===== config.mk =====
export PLATFORM = sky130hd
export DESIGN_NAME = sevenseg_scan_ctl
export DESIGN_NICKNAME = d
export VERILOG_FILES = /design/src/rtl/sevenseg_scan_ctl.sv
export SDC_FILE = /design/constraint.sdc
export NUM_CORES = 1
export LEC_CHECK = 0
export ABC_AREA = 1
export BUFFER_PORTS_ARGS = -buffer_cell sky130_fd_sc_hd__buf_2
export CAP_MARGIN = 25
export CORE_UTILIZATION = 55
export DETAILED_ROUTE_END_ITERATION = 12
export PLACE_DENSITY = 0.74
export SLEW_MARGIN = 10
export SYNTH_ARGS = -nofsm -noshare
export SYNTH_HDL_FRONTEND = slang
export SYNTH_SLANG_ARGS = --single-unit

===== constraint.sdc =====
create_clock -name clk -period 7.09 [get_ports clk]
set_input_delay 1.418 -clock clk [delete_from_list [all_inputs] [get_ports clk]]
set_output_delay 1.418 -clock clk [all_outputs]
set_load 0.02 [all_outputs]

===== src/rtl/sevenseg_scan_ctl.sv =====
// Time-multiplexed scan controller for NDIGITS seven-segment digits sharing one decoder.
// Optional leading-zero blanking is enabled by defining SEVENSEG_LZB_EN.

module sevenseg_digit_reg (
  input  logic       clk,
  input  logic       rst,
  input  logic       we,
  input  logic [6:0] wd,
  output logic [6:0] code
);
  always_ff @(posedge clk or posedge rst) begin
    if (rst)     code <= 7'h40;
    else if (we) code <= wd;
  end
endmodule

module sevenseg_scan_ctl #(
  parameter int NDIGITS = 8,
  parameter int DIV     = 100000,
  parameter int GUARD   = 2,
  localparam int AW     = $clog2(NDIGITS),
  localparam int CW     = (DIV > 1) ? $clog2(DIV) : 1
) (
  input  logic               clk,
  input  logic               rst,
  input  logic               enable,
  input  logic               wr_en,
  input  logic [AW-1:0]      wr_addr,
  input  logic [6:0]         wr_data,
  output logic [6:0]         d_out,
  output logic [NDIGITS-1:0] an_n,
  output logic [AW-1:0]      digit_sel,
  output logic               frame_done
);
  typedef enum logic [1:0] {S_IDLE, S_ON, S_GUARD} state_t;

  localparam logic [CW-1:0] ON_END = CW'(DIV - GUARD - 1);
  localparam logic [CW-1:0] G_END  = CW'((GUARD > 0) ? GUARD - 1 : 0);

  state_t                    state;
  logic [CW-1:0]             cnt;
  logic [NDIGITS-1:0][6:0]   codes;

  // Out-of-range addresses match no instance, so they are dropped.
  for (genvar i = 0; i < NDIGITS; i++) begin : g_dig
    sevenseg_digit_reg u_reg (
      .clk  (clk),
      .rst  (rst),
      .we   (wr_en && (wr_addr == AW'(i))),
      .wd   (wr_data),
      .code (codes[i])
    );
  end

`ifdef SEVENSEG_LZB_EN
  // upper_zero[i]: digit i and every digit above it hold a plain zero.
  logic [NDIGITS:0] upper_zero;
  assign upper_zero[NDIGITS] = 1'b1;
  for (genvar i = 0; i < NDIGITS; i++) begin : g_lzb
    assign upper_zero[i] = (codes[i] == 7'h00) && upper_zero[i+1];
  end
`endif

  always_comb begin
    d_out = 7'h40;
    if (state != S_IDLE) begin
      d_out = codes[digit_sel];
`ifdef SEVENSEG_LZB_EN
      if (digit_sel != '0 && upper_zero[digit_sel]) d_out = 7'h40;
`endif
    end
  end

  logic          wrap;
  logic [AW-1:0] nxt;
  assign wrap = (digit_sel == AW'(NDIGITS - 1));
  assign nxt  = wrap ? '0 : digit_sel + 1'b1;

  always_ff @(posedge clk or posedge rst) begin
    if (rst) begin
      state      <= S_IDLE;
      cnt        <= '0;
      digit_sel  <= '0;
      an_n       <= '1;
      frame_done <= 1'b0;
    end else begin
      frame_done <= 1'b0;
      case (state)
        S_IDLE: begin
          cnt       <= '0;
          digit_sel <= '0;
          an_n      <= '1;
          if (enable) begin
            state <= S_ON;
            an_n  <= ~NDIGITS'(1);
          end
        end
        S_ON: begin
          if (!enable) begin
            state     <= S_IDLE;
            cnt       <= '0;
            digit_sel <= '0;
            an_n      <= '1;
          end else if (cnt == ON_END) begin
            cnt <= '0;
            if (GUARD > 0) begin
              state <= S_GUARD;
              an_n  <= '1;
            end else begin
              digit_sel  <= nxt;
              an_n       <= ~(NDIGITS'(1) << nxt);
              frame_done <= wrap;
            end
          end else begin
            cnt <= cnt + 1'b1;
          end
        end
        S_GUARD: begin
          if (!enable) begin
            state     <= S_IDLE;
            cnt       <= '0;
            digit_sel <= '0;
            an_n      <= '1;
          end else if (cnt == G_END) begin
            cnt        <= '0;
            state      <= S_ON;
            digit_sel  <= nxt;
            an_n       <= ~(NDIGITS'(1) << nxt);
            frame_done <= wrap;
          end else begin
            cnt <= cnt + 1'b1;
          end
        end
        default: begin
          state <= S_IDLE;
          cnt   <= '0;
          an_n  <= '1;
        end
      endcase
    end
  end
endmodule


# Word-level counts from Yosys, hierarchy flattened
# Cells that the tools add are included.
[op_classes]
addsub = 2
n_lt_le_gt_ge = 1
eq_ne = 16
n_shift = 1
n_mux = 28
n_bitwise = 1
n_reduce_logical = 15
[ops]
columns = ["cell", "count"]
rows = [
  ["$mux 17", 4],
  ["$pmux 17 s2", 1],
  ["$mux 8", 4],
  ["$pmux 8 s3", 1],
  ["$bmux 7 s3", 1],
  ["$add 17x1->17 const B", 1],
  ["$eq 17x1->1 const B", 1],
  ["$eq 17x17->1 const B", 1],
  ["$eq 3x3->1 const B", 5],
  ["$mux 7", 2],
  ["$mux 3", 4],
  ["$mux 2", 5],
  ["$pmux 3 s3", 1],
  ["$logic_and 1x1->1", 8],
  ["$not 8->8", 1],
  ["$shl 1x3->8 const A", 1],
  ["$eq 3x2->1 const B", 2],
  ["$ne 3x3->1 const B", 2],
  ["$pmux 2 s3", 1],
  ["$reduce_and 3->1", 2],
  ["$lt 3x4->1 const B", 1],
  ["$mux 1", 4],
  ["$ne 2x2->1 const B", 2],
  ["$add 3x1->3 const B", 1],
  ["8 further kinds", 8],
]
[word_totals]
register_bits = 87
input_bits = 14
output_inout_bits = 19

# Longest topological paths before layout
[depth]
ltp_word = 7
ltp_mapped = 12
ltp_nobuf = 11

# Hierarchy
# Synthesis repeated with hierarchy kept, for this count alone.
[unflattened]
cells_unflattened = 599
area_unflattened_um2 = 4662.0
[modules_own_cells]
columns = ["mod", "n_inst", "cells_per_inst", "area_per_inst_um2", "seq_area_each_um2"]
rows = [
  ["sevenseg_scan_ctl", 1, 351, 2469.9, 785.8],
  ["sevenseg_digit_reg", 8, 31, 274.0, 176.4],
]

# Worst setup path after synthesis
# Ideal clock, no wire load.
[synth_path]
path_type = "register -> output"
from = "register digit_sel[0]"
to = "output port d_out[4]"
arrival_ns = 1.544
slack_ns = 4.128
path_stages_with_launch = 7
cell_sequence = "dfrtp_1 buf_2 clkbuf_1 o21ai_0 o22ai_1 nor2_1 nor2_1"
[synth_between]
elab_chain_len = 3
[synth_rtl]
columns = ["item", "line_no", "rtl"]
rows = [
  ["start: declaration", "32", "output logic [AW-1:0] digit_sel,"],
  ["start signal: assignment", "110", "digit_sel <= nxt;"],
  ["start signal: assignment", "127", "digit_sel <= nxt;"],
  ["$bmux 7 s3", "67", "d_out = codes[digit_sel];"],
  ["$mux 7 (implied by the code)", "67", ""],
  ["$mux 7", "66", "if (state != S_IDLE) begin"],
  ["end: declaration", "30", "output logic [6:0] d_out,"],
]
# No other way between the ends. The select of a mux whose other input is x is not followed.

# Final worst setup path
[layout_path]
from = "register digit_sel[0]"
to = "output port d_out[2]"
# The elaborated chain is that of the path after synthesis.

==> metrics.yaml <==
run_status:
  status: "finished clean"
timing:
  timing.fmax_mhz: 261
  setup_violations: 0
  tightest_slew_ns: 0.776
  tns_ns: 0
  period_share_pct: 53.9
  finalHoldViolations: 0
  slew_headroom_pct: 48.2
  fin_crit_ns: 3.82
  rsz0062_at_grt: "false"
  slew_viol_final: 0
  clock_skew_ns: 0.00930
worst_setup_path:
  required_ns: 5.67
  path_common_cell: "nor2_1"
  crit_family: "buffers and inverters"
  worst-path-max-fanout: 26
  arrival_ns: 2.41
  critical_path_class: "flip-flop to output port"
  max_stage_delay_ns: 0.68
  end_kind: "output port"
  cp_num_buf_inv: 2
  crit_path_start_kind: "flip-flop"
  crit_path_top_delay_cell: "inv_1"
  crit_chain: "inv_1, o21ai_0, o22ai_1, nor2_1, nor2_1, buf_2"
final_layout:
  seqCellArea_um2: 2200
  diodes: 0
  design_area_um2: 4900
  mostFrequentLayoutCell: "nand2_1"
  drive_above_1_share_pct: 17.5
  fillCellCount: 680
  fin_nets: 586
  multi_input_area_um2: 1960
  final_cell_mix: "nand2_1 (133), o21ai_0 (78), dfrtp_1 (71)"
  post-route-util_pct: 63.1
  synthToLayoutAreaGrowth_pct: 10.7
global_routing:
  antenna_found_initial: 0
  grt_pass1_vias: 3409
  grt_overflow: 0
  grt_pass1_wl_mm: 16.0
  grt_max_degree: 46
  grt_use_total_pct: 24.2
synthesis:
  ys_types: 31
  synthesis.area_um2: 4430
  netlist.area_leader.share_pct: 40.1
  ys_seq_area_share_pct: 49.6
  synth_area_leaders: "dfrtp_1 (40%), nand2_1 (11%), dfstp_2 (9.5%)"
  yosysWarnings: 0
  ys_ff_latch: 87
  yosysTopAreaCell: "dfrtp_1"
  synth_cells: 533
  synth.avg_cell_area_um2: 8.31
  syn_nets: 559
routing:
  drc: 0
  routed_wl_mm: 9.31
  ant_nets: 0
  drt_iter0_markers: 195
  drtPass1Iterations: 5
  vias: 3592
  via_per_inst: 5.39
  wl_per_cell_um: 14.0
cts:
  cts_num_sinks: 87
  cts-root-buf: "clkbuf_8"
  numCtsBuffers: 9
  cts.reportedPaths.clkPinSlew_ns: 0.09
  cts_resized: 0
  clkLatencyLatePin_ns: 0.36
  cts_max_level: 3
  post-cts-setup-buffers: 0
  cts_buffer_depth: 2
  postCtsHoldBufs: 0
  cts_tree: "yes"
job:
  max_cap_viol_count: 0
power:
  peakVddDrop_v: 0.000192
  p_per_area_nw_per_um2: 305
  power.leakage_nw: 2.26
hold_path:
  min_path_type: "flip-flop to flip-flop"
floorplan:
  die_height_um: 91.7
  rows: 32
  coreArea_um2: 7770
  initial_core_util_pct: 57.0
  die-area_um2: 8420
  dieWidth_um: 91.7
  io_pins: 33
place:
  gp_congestion: 0.855
  dp_hpwl_mm: 6.37
  numPortBuffers: 32
  dpl_cell_area_um2: 4650
-- synth_stat cells (all sizes together) --
| library cell | number |
|---|---|
| nor4 | 1 |
| inv | 44 |
| nand3 | 15 |
| o21a | 1 |
| clkinv | 1 |
| o22ai | 6 |
| dfrtp | 71 |
| nor3 | 10 |
| nand2 | 139 |
| a21oi | 4 |
| nor2 | 77 |
| clkbuf | 11 |
| o211ai | 13 |
| o21ai | 86 |
| buf | 8 |
| xor2 | 9 |
| xnor2 | 3 |
| dfstp | 16 |
| nand4 | 6 |
| ha | 12 |
-- path summary, 6_finish.rpt --
path | startpoint | depth (start not counted) | slack [ns] | endpoint
max | digit_sel[0] | 6 | 3.27 | d_out[2]
min | an_n[2] | 2 | 0.49 | an_n[2]
max reg2reg | digit_sel[0] | 5 | 5.01 | an_n[3]
min reg2reg | an_n[2] | 2 | 0.49 | an_n[2]
max in group asynchronous | rst | 4 | 5.25 | an_n[7]
min in group asynchronous | rst | 3 | 1.18 | g_dig[1].u_reg.code[3]
-- cell type report --
| type | instances | area share [%] |
|---|---|---|
| flip-flops and latches | 87 | 44.8 |
| multi-input cells | 382 | 40.0 |
| repair buffers | 35 | 4.54 |
| inverters | 45 | 3.47 |
| well taps | 102 | 2.60 |
| clock buffers | 9 | 2.53 |
| clock inverters | 7 | 2.07 |
-- report_power, final --
group          internal, mW  leakage (nW)  total, mW  switching [mW]
clock                 0.202         0.107      0.390           0.188
combinational         0.149          1.06      0.443           0.294
sequential            0.605          1.09      0.664          0.0592
-- per-layer routing --
layer  routed length (µm)  share of wire (%)  GRT usage, %
met5                    0                  0             0
met4                  150                1.6          8.72
met3                  410                4.4          4.89
met2                 4490                 48          39.1
met1                 4260                 46          32.5
-- metrics by stage --
stage	power, mW	hold WS, ns	cells	worst slack, ns
after floorplan	0.999	0.448	533	3.45
after global placement	1.09	0.463	649	3.22
after detailed placement	1.11	0.473	650	3.14
after CTS	1.50	0.490	666	2.74
after global routing	1.60	0.499	667	3.07
final	1.50	0.489	667	3.27
-- registers in the layout, summed over array words and instances (netlist names) --
signal            cells
g_dig.u_reg.code     56
cnt                  17
an_n                  8
digit_sel             3
state                 2
frame_done            1
-- tightest hold or removal path, stage by stage (launching register included) --
cell     delay, ns
dfstp_2       0.38
nand2_1       0.07
o21ai_2       0.05
-- logic make-up after synthesis --
logic type	share of synthesized area, %
AND/OR/NAND/NOR	24.4
AO/OA/AOI/OAI	14.1
flip-flops	49.6
buffers and inverters	6.13
XOR/XNOR	2.37
adder cells (fa/ha/maj)	3.39
(Power assumes the default switching activity.)
